$ cat src/rtl/scalar_writeback_scheduler.sv
// Round-robin arbiter for the scalar register-file write port, with a busy
// scoreboard that stalls issue on RAW/WAW hazards against pending write-backs.
module scalar_writeback_scheduler #(
  parameter int NREQ = 3,
  parameter int DW   = 16,
  parameter int AW   = 3
) (
  input  logic                 clk,
  input  logic                 rst,
  input  logic [NREQ-1:0]      req_valid,
  input  logic [NREQ*AW-1:0]   req_rd,
  input  logic [NREQ*DW-1:0]   req_data,
  output logic [NREQ-1:0]      req_ready,
  input  logic                 issue_valid,
  input  logic                 issue_has_rd,
  input  logic [AW-1:0]        issue_rd,
  input  logic [AW-1:0]        src1,
  input  logic [AW-1:0]        src2,
  output logic                 stall,
  output logic [7:0]           busy,
  output logic                 WE,
  output logic [AW-1:0]        destination_register,
  output logic [DW-1:0]        WD
);

  localparam int PW = (NREQ > 2) ? 2 : 1;
  localparam logic [AW-1:0] R7 = AW'(7);

  // Handshake: a requester holds valid/rd/data stable until req_ready is 1 in
  // the same cycle; valid&ready is the transfer, and ready never depends on
  // anything but req_valid, the pointer and rst.

  logic [PW-1:0] ptr;
  logic [AW-1:0] rd_a   [NREQ];
  logic [DW-1:0] data_a [NREQ];

  logic [NREQ-1:0] grant;
  logic [PW-1:0]   grant_idx;
  logic            found;
  logic [PW-1:0]   idx;
  logic [AW-1:0]   grant_rd;
  logic [DW-1:0]   grant_data;
  logic            issue_set;
  logic [7:0]      busy_next;

  always_comb begin
    for (int i = 0; i < NREQ; i++) begin
      rd_a[i]   = req_rd[i*AW +: AW];
      data_a[i] = req_data[i*DW +: DW];
    end
  end

  // Search starts one past the last winner and wraps, so the winner drops to
  // lowest priority next cycle.
  always_comb begin
    grant     = '0;
    grant_idx = '0;
    found     = 1'b0;
    idx       = '0;
    for (int off = 1; off <= NREQ; off++) begin
      idx = PW'((int'(ptr) + off) % NREQ);
      if (!found && req_valid[idx]) begin
        found      = 1'b1;
        grant[idx] = 1'b1;
        grant_idx  = idx;
      end
    end
    if (rst) begin
      grant = '0;
      found = 1'b0;
    end
  end

  assign req_ready  = grant;
  assign grant_rd   = rd_a[grant_idx];
  assign grant_data = data_a[grant_idx];

  // No bypass: busy is the registered view, so a same-cycle clear still stalls.
  assign stall = issue_valid &
                 (busy[src1] | busy[src2] | (issue_has_rd & busy[issue_rd]));

  assign issue_set = issue_valid & ~stall & issue_has_rd & (issue_rd != R7);

  // Set is applied after clear so a new producer wins over the old one's clear.
  always_comb begin
    busy_next = busy;
    if (found && grant_rd != R7) busy_next[grant_rd] = 1'b0;
    if (issue_set)               busy_next[issue_rd] = 1'b1;
    busy_next[7] = 1'b0;
  end

  always_ff @(posedge clk) begin
    if (rst) begin
      WE                   <= 1'b0;
      destination_register <= '0;
      WD                   <= '0;
      busy                 <= '0;
      ptr                  <= PW'(NREQ - 1);
    end else begin
      busy <= busy_next;
      WE   <= found && (grant_rd != R7);
      if (found) ptr <= grant_idx;
      // R7 lives outside the file, so its write-back leaves the port untouched.
      if (found && grant_rd != R7) begin
        destination_register <= grant_rd;
        WD                   <= grant_data;
      end
    end
  end

endmodule

$ cat config.mk
export PLATFORM = sky130hd
export DESIGN_NAME = scalar_writeback_scheduler
export DESIGN_NICKNAME = d
export VERILOG_FILES = /design/src/rtl/scalar_writeback_scheduler.sv
export SDC_FILE = /design/constraint.sdc
export NUM_CORES = 1
export LEC_CHECK = 0
export ABC_AREA = 0
export CAP_MARGIN = 20
export CORE_MARGIN = 3
export CORE_UTILIZATION = 40
export CTS_CLUSTER_DIAMETER = 30
export CTS_CLUSTER_SIZE = 16
export DETAILED_ROUTE_END_ITERATION = 10
export GPL_TIMING_DRIVEN = 0
export PLACE_DENSITY = 0.8
export SLEW_MARGIN = 20
export SYNTH_ARGS = -nofsm -noshare
export SYNTH_HDL_FRONTEND = slang
export SYNTH_SLANG_ARGS = --single-unit
$ cat constraint.sdc
create_clock -name clk -period 5 [get_ports clk]
set_input_delay 1.5 -clock clk [delete_from_list [all_inputs] [get_ports clk]]
set_output_delay 1.5 -clock clk [all_outputs]
set_load 0.05 [all_outputs]
### After elaboration in Yosys (flattened, before gate mapping)

Cells that the tools add are included.

| storage, ports and cells | value |
|---|---|
| register bits after elaboration | 29 |
| bits of input ports | 73 |
| output and inout bits | 32 |
| logic and storage cells | 91 |

| cells by class | value |
|---|---|
| add/sub/neg operators | 3 |
| divide/modulo/power cells | 3 |
| magnitude comparators | 13 |
| equality and inequality tests | 2 |
| mux-type cells | 41 |
| bitwise gates (word level) | 14 |
| reduce and logical (&&, ||, !) cells | 10 |

Operators with widths:

| cell | count |
|---|---|
| modulo 32 x 3 -> 32 bit, second input constant | 3 |
| binary-select mux 16 bit (select 2 bit) | 1 |
| two-way mux 16 bit | 2 |
| two-way mux 3 bit | 6 |
| less-than comparator 3 x 4 -> 1 bit, second input constant | 4 |
| two-way mux 1 bit | 15 |
| two-way mux 7 bit | 2 |
| binary-select mux 1 bit (select 3 bit) | 3 |
| less-than comparator 2 x 3 -> 1 bit, second input constant | 3 |
| logical AND 1 bit | 8 |
| AND 7 bit | 1 |
| NOT 7 bit | 1 |
| OR 7 bit | 1 |
| adder 2 x 2 -> 3 bit, second input constant | 2 |
| binary-select mux 1 bit (select 2 bit) | 3 |
| binary-select mux 3 bit (select 2 bit) | 1 |
| demux 1 bit (select 2 bit) | 3 |
| demux 1 bit (select 3 bit) | 2 |
| >= comparator 2 x 1 -> 1 bit, second input constant | 3 |
| >= comparator 3 x 1 -> 1 bit, second input constant | 2 |
| two-way mux 2 bit | 3 |
| inequality test 3 bit, second input constant | 2 |
| OR 3 bit | 2 |
| AND 1 bit | 5 |
| other kinds (6) | 8 |

### Depth between registers and ports, before layout

Gate-level depths: netlist of the first run.

| logic depth | value |
|---|---|
| depth in word-level cells | 24 |
| gate-level depth with buffers | 15 |

### Least setup slack after synthesis of the first run

OpenSTA, ideal clock, no wires.

| path | value |
|---|---|
| kind | input-to-output |
| start point | input req_valid[1] |
| end point | output req_ready[0] |
| arrival | 3.263 ns |
| slack | 0.237 ns |
| stages on the path | 5 |
| path buffers | 0 |
| cells stage by stage | mux2i_1 > or2_1 > nand2_1 > nand2_1 > a311oi_1 |

| between the ends | value |
|---|---|
| word-level cells in the longest chain between the ends | 10 |
| elaborated cells between the ends (all ways) | 18 |
| classes of those cells | 12 x mux; 2 x bitwise; 4 x reduce/logical |

Ends and longest elaborated chain:

| item | RTL line | text |
|---|---|---|
| start: declaration | 10 | `input logic [NREQ-1:0] req_valid,` |
| binary-select mux 1 bit (select 2 bit) | 62 | `if (!found && req_valid[idx]) begin` |
| two-way mux 1 bit (implied by the code) | 62 |  |
| two-way mux 1 bit | 62 |  |
| logical NOT 1 bit | 62 |  |
| logical AND 1 bit | 62 |  |
| two-way mux 1 bit | 62 |  |
| logical NOT 1 bit | 62 |  |
| logical AND 1 bit | 62 |  |
| two-way mux 3 bit (*) | 62 |  |
| two-way mux 3 bit (*) | 68 | `if (rst) begin` |
| end: declaration | 13 | `output logic [NREQ-1:0] req_ready,` |

Mark *: on every way between the ends. The rest lies on a longest branch, timed or not. The select of a mux whose other input is x is not followed.

### Worst setup path after layout of the first run

| path | value |
|---|---|
| start point | input req_valid[1] |
| end point | output req_ready[1] |

The elaborated chain is that of the path after synthesis.

==> results of run 1 <==
per-layer routing:
layer  GRT usage, %  up-vias
met5              0        -
met4          4.982        0
met3          8.005        2
met2          35.87       86
met1          24.02      967
li1               -     1105
path summary, 6_finish.rpt:
kind	start	end	slack, ns	cells after the start
worst max-delay path	req_valid[1]	req_ready[1]	0.12	8
worst min-delay path	WD[4]$_SDFFE_PP0N_	WD[4]$_SDFFE_PP0N_	0.46	2
worst min register to register	WD[4]$_SDFFE_PP0N_	WD[4]$_SDFFE_PP0N_	0.46	2
worst max register to register	ptr[0]$_SDFFE_PP0P_	destination_register[0]$_SDFFE_PP0N_	1.79	12
logic make-up after synthesis:
logic type / Yosys count / synth area share, %
other cells: 1 / 0.1819
buf+inv: 23 / 6.372
simple gates: 87 / 18.81
mux: 47 / 25.97
fa+ha+maj: 4 / 2.427
compound gates: 56 / 18.08
flops: 29 / 28.16
placed cells by master (no fill, tap or decap), drive strengths merged, types with 2 or more instances in the layout:
cell type / instances
clkbuf: 14
nor2: 24
nand3: 8
nand3b: 4
o31ai: 3
nand4: 2
nand2: 37
mux2i: 41
o311ai: 3
nor3: 2
clkdlybuf4s50: 98
o211ai: 3
o21a: 5
o211a: 2
buf: 10
a21oi: 23
o21ai: 6
o221a: 2
o22ai: 2
inv: 7
mux2: 3
nor2b: 5
dfxtp: 29
ha: 4
mux4: 3
worst max-delay path, stage by stage:
cell	delay [ns]
clkdlybuf4s50_1	0.48
mux2i_1	0.14
or2_1	0.18
nand2_1	0.11
o22a_1	0.18
o21a_1	0.19
nor2_1	0.09
clkdlybuf4s15_1	0.50
layout make-up:
type	instances	area, um^2	area share, %
clock inverters	1	30.03	0.9167
flip-flops and latches	29	580.6	17.72
well taps	67	83.83	2.559
repair buffers	102	1013	30.94
clock buffers	7	86.33	2.636
multi-input cells	195	1350	41.21
inverters	7	26.28	0.8021
plain buffers	16	105.1	3.209
per-stage QoR:
stage / utilization (%) / area, um^2 / total power, uW
finish: 67.56 / 3276 / 2188
floorplan: - / 2062 / 1537
detailed placement: 65.32 / 3167 / 1945
global route: 67.56 / 3276 / 2333
CTS: 67.61 / 3278 / 2200
global placement: 65.32 / 3167 / 1918
power by group through the flow:
| stage | logic, uW | registers [uW] | clock network, uW |
|---|---|---|---|
| detailed placement | 1570 | 377 | 0 |
| finish | 1560 | 376 | 252 |
| CTS | 1570 | 376 | 257 |
| global route | 1680 | 386 | 264 |
| global placement | 1540 | 375 | 0 |
| floorplan | 895 | 642 | 0 |
registers in the layout, indices dropped and copies added (netlist names):
signal / count
busy: 7
destination_register: 3
WE: 1
ptr: 2
WD: 16
repair_timing:
action,in CTS,in global routing
pin swaps,0,0
resized for setup,4,5
buffers inserted,0,0
setup endpoints to repair,4,3
==> results.py, run 1 <==
metrics = {
    "status": {
        "status": "finished, final reports clean",
    },
    "route": {
        "top_layer_used": "met4",
        "firstDrtPassIters": 4,
        "dr_wl_met2_um": 3105,
        "dr_total_vias": 2160,
        "routed_wl_um": 6252,
        "drtIter0Drc": 117,
        "wl_met3_um": 590,
        "avgViaCountPerCell": 5.094,
        "ant_nets": 0,
        "drt-met1-wl_um": 2537,
        "wl_per_cell_um": 14.75,
        "drc": 0,
    },
    "cells_and_area": {
        "area_growth_pct": 58.86,
        "stdcell_count": 424,
        "drive_above_1_share_pct": 7.283,
        "num-nets-final": 433,
        "antenna_cells": 0,
        "n_fill_cell": 420,
    },
    "power": {
        "p_leak_uw": 0.001383,
        "powerDensity_nw_per_um2": 667.9,
        "ir_drop_uv": 348.1,
        "swShare_pct": 47.93,
        "clockPowerShare_pct": 11.5,
        "combPwrFrac_pct": 71.3,
        "power_frac_seq_pct": 17.2,
        "p_sw_uw": 1049,
        "internal_power_uw": 1139,
    },
    "timing": {
        "slew_viol_final": 0,
        "final.period_utilization_pct": 97.63,
        "grt_setup_unrepaired": "no",
        "post-route-min-period_ns": 4.881,
        "setup-tns-final_ns": 0,
        "finClkSkew_ns": 0.004210,
        "fmax_ghz": 0.2049,
        "worst_pin_slew_ns": 0.5289,
        "slew-limit-headroom_pct": 64.37,
        "fin_ws_ns": 0.1186,
        "whs_ns": 0.4601,
        "hold_viol_final": 0,
        "setup_viol_count_final": 0,
    },
    "worst_setup_path": {
        "end_kind": "output pin",
        "cp_max_fo": 4,
        "critPathKind": "in -> out",
        "critPathLaunchType": "input port",
        "critical_path_required_ns": 3.50,
        "arrival_ns": 3.38,
    },
    "synth": {
        "seq_area_frac_synth_pct": 28.16,
        "synth_top_area_share_pct": 28.16,
        "yosys-top-cells-area": "dfxtp_1 28%, mux2i_1 19%, nand2_1 6.7%, a21oi_1 5.6%, nor2_1 4.4%",
        "postSynth.asyncResetShare_pct": 0,
        "netlist_area_um2": 2062,
        "yosysTopAreaCell": "dfxtp_1",
        "ys_top_cells_by_count": "39 x mux2i_1, 37 x nand2_1, 29 x dfxtp_1",
        "yosys_warnings": 0,
        "avgSynthCellArea_um2": 8.348,
        "yosysUniqueCellTypes": 45,
        "synth_most_common_cell": "mux2i_1",
        "synth_edf_count": 0,
        "syn-instance-count": 247,
        "yosys_register_bits": 29,
        "ys.flop_type": "dfxtp_1",
        "syn-num-nets": 324,
    },
    "grt": {
        "grt.total_usage_pct": 20.78,
        "grt_pass1_vias": 2113,
        "grt_max_degree": 11,
        "antenna_found_initial": 0,
        "grt_pass1_wl_um": 10030,
        "grt_overflow": 0,
    },
    "clock_tree": {
        "cts.htree.levels": 2,
        "insertion_delay_ns": 0.28,
        "max-clock-path-buffers": 2,
        "cts_root_buf": "clkbuf_8",
        "cts_tree": "yes",
        "clkTransAtPathRegs_ns": 0.06,
        "cts_buffers": 5,
        "cts.sinks": 29,
        "hold_buffers": 0,
    },
    "floorplanning": {
        "die_h_um": 77.80,
        "coreArea_um2": 4848,
        "num_io_pins": 105,
        "rows": 25,
        "start_util_pct": 42.53,
        "dieArea_um2": 6052,
        "die_width_um": 77.80,
    },
    "placed_design": {
        "gp_congestion": 0.8007,
        "dp_worst_setup_slack_ns": -0.2192,
        "placed_cells": 416,
        "hpwlAfterDp_um": 4925,
        "io_buffers": 102,
    },
    "hold_path": {
        "hold_class": "reg -> reg",
    },
    "flow_run": {
        "maxCapViolCount": 0,
    },
}
(Power assumes the default switching activity.)
==> run 2: changes to the inputs <==
--- a/config.mk
+++ b/config.mk
@@ -9,10 +9,10 @@
 export CAP_MARGIN = 20
 export CORE_MARGIN = 3
 export CORE_UTILIZATION = 40
+export CTS_BUF_LIST = sky130_fd_sc_hd__clkbuf_16
 export CTS_CLUSTER_DIAMETER = 30
 export CTS_CLUSTER_SIZE = 16
 export DETAILED_ROUTE_END_ITERATION = 10
-export GPL_TIMING_DRIVEN = 0
 export PLACE_DENSITY = 0.8
 export SLEW_MARGIN = 20
 export SYNTH_ARGS = -nofsm -noshare
==> results.py, run 2 (synthesized netlist as in run 1, its figures left out) <==
metrics = {
    "grt": {
        "grt_overflow": 0,
        "grt.total_usage_pct": 19.50,
        "gr-usage-met3_pct": 7.193,
        "met1_usage_pct": 22.48,
        "grt_pass1_vias": 2074,
        "grt_max_degree": 27,
        "busiest_layer": "met2",
        "antenna_found_initial": 0,
        "grt_pass1_wl_um": 9632,
        "grt_use_met2_pct": 33.48,
    },
    "timing": {
        "post-route-min-period_ns": 4.725,
        "slew-limit-headroom_pct": 53.09,
        "finClkSkew_ns": 0.002205,
        "fmax_ghz": 0.2116,
        "grt_setup_unrepaired": "no",
        "worst_pin_slew_ns": 0.7029,
        "setup_viol_count_final": 0,
        "final.period_utilization_pct": 94.50,
        "setup-tns-final_ns": 0,
        "slew_viol_final": 0,
        "hold_viol_final": 0,
    },
    "power": {
        "ir_drop_uv": 331.9,
        "p_leak_uw": 0.001377,
        "p_total_uw": 2175,
        "powerDensity_nw_per_um2": 661.4,
    },
    "cells_and_area": {
        "final_cell_mix": "99 x clkdlybuf4s50_1, 39 x mux2i_1, 37 x nand2_1",
        "seq_area_um2": 580.6,
        "final_common_cell": "clkdlybuf4s50_1",
        "drive_above_1_share_pct": 7.781,
        "multi_input_area_um2": 1364,
        "area_growth_pct": 59.47,
        "num-nets-final": 423,
        "n_fill_cell": 413,
        "top_register": "WD",
        "antenna_cells": 0,
        "final_area_um2": 3288,
        "largest_reg_flops": 16,
        "stdcell_count": 414,
        "reg_top3": "WD: 16 flops, busy: 7 flops, destination_register: 3 flops",
    },
    "route": {
        "ant_nets": 0,
        "drc": 0,
        "avgViaCountPerCell": 5.191,
        "dr_total_vias": 2149,
        "drtIter0Drc": 89,
        "firstDrtPassIters": 4,
        "routed_wl_um": 5822,
        "wl_per_cell_um": 14.06,
    },
    "worst_setup_path": {
        "arrival_ns": 3.22,
        "r2r-end": "WD[7]$_SDFFE_PP0N_",
        "critPathLaunchType": "input port",
        "startpoint": "issue_rd[1]",
        "end_kind": "output pin",
        "critPathKind": "in -> out",
        "crit_end": "stall",
        "rrSetupSlack_ns": 1.52,
        "cp_max_fo": 7,
        "critical_path_required_ns": 3.50,
        "r2r_start": "ptr[0]$_SDFFE_PP0P_",
        "reg2reg_depth": 10,
    },
    "floorplanning": {
        "num_io_pins": 105,
        "coreArea_um2": 4848,
        "start_util_pct": 42.53,
        "dieArea_um2": 6052,
        "rows": 25,
        "die_h_um": 77.80,
        "die_width_um": 77.80,
    },
    "clock_tree": {
        "hold_buffers": 0,
        "clkTransAtPathRegs_ns": 0.05,
        "cts.htree.levels": 2,
        "cts_resized": 0,
        "cts_tree": "yes",
        "post_cts_buffers": 0,
        "insertion_delay_ns": 0.27,
        "cts.sinks": 29,
        "cts_root_buf": "clkbuf_16",
        "max-clock-path-buffers": 2,
        "cts_buffers": 5,
    },
    "placed_design": {
        "placed_cells": 406,
        "gp_congestion": 0.8384,
        "hpwlAfterDp_um": 4614,
        "dpl_cell_area_um2": 3151,
        "io_buffers": 103,
    },
    "status": {
        "status": "finished, final reports clean",
    },
    "hold_path": {
        "min-delay-start": "WD[1]$_SDFFE_PP0N_",
        "hold_class": "reg -> reg",
    },
    "flow_run": {
        "maxCapViolCount": 0,
    },
}
run 2: cell count changes in the layout (fill, tap and decap cells not counted), sizes merged:
cell,previous run,this run
buf,10,9
dlygate4sd2,1,0
dlygate4sd1,1,0
clkdlybuf4s50,98,99
clkinv,0,3
clkdlybuf4s15,1,0
clkbuf,14,5
bufinv,1,0
run 2: stage by stage:
| stage | hold slack (ns) | setup WS [ns] | utilization (%) |
|---|---|---|---|
| after CTS | 0.4633 | 0.2749 | 67.82 |
| final | 0.4576 | 0.2750 | 67.82 |
| after global placement | 0.4436 | 0.3425 | 64.98 |
| after floorplan | 0.4703 | 0.2368 | - |
| after global routing | 0.4749 | 0.1491 | 67.82 |
| after detailed placement | 0.4546 | 0.2782 | 64.98 |
run 2: routing by layer:
metal  part of all wire, %  vias to the layer above  routed length [um]
met3                   9.9                        6                 578
met4                  0.79                        0                  46
met5                     0                        -                   0
li1                      -                     1083                   -
met1                    41                      971                2408
met2                    48                       89                2789
run 2: critical path: stages:
cell	delay, ns
clkdlybuf4s50_1	0.59
mux4_2	0.53
nand2_1	0.07
o21ai_0	0.08
a21oi_1	0.19
nor2b_1	0.07
buf_4	0.19
run 2: worst min path at each step:
stage	end	cells past startpoint
after floorplan	ptr[0]$_SDFFE_PP0P_	2
after global placement	WD[5]$_SDFFE_PP0N_	2
after detailed placement	WD[9]$_SDFFE_PP0N_	2
after CTS	WD[9]$_SDFFE_PP0N_	2
after global routing	WD[8]$_SDFFE_PP0N_	2
final	WD[1]$_SDFFE_PP0N_	2
run 2: power by group:
part	internal (uW)	total (uW)	switching, uW
Clock	179	276	97.1
Combinational	629	1520	894
Sequential	328	376	47.8
run 2: layout make-up:
cell class,instances,share of cell area [%]
inverter,7,0.7991
tap,67,2.549
clock inverter,3,0.3805
multi-input combinational,195,41.48
timing repair buffer,108,33.33
clock buffer,5,3.805
sequential,29,17.66
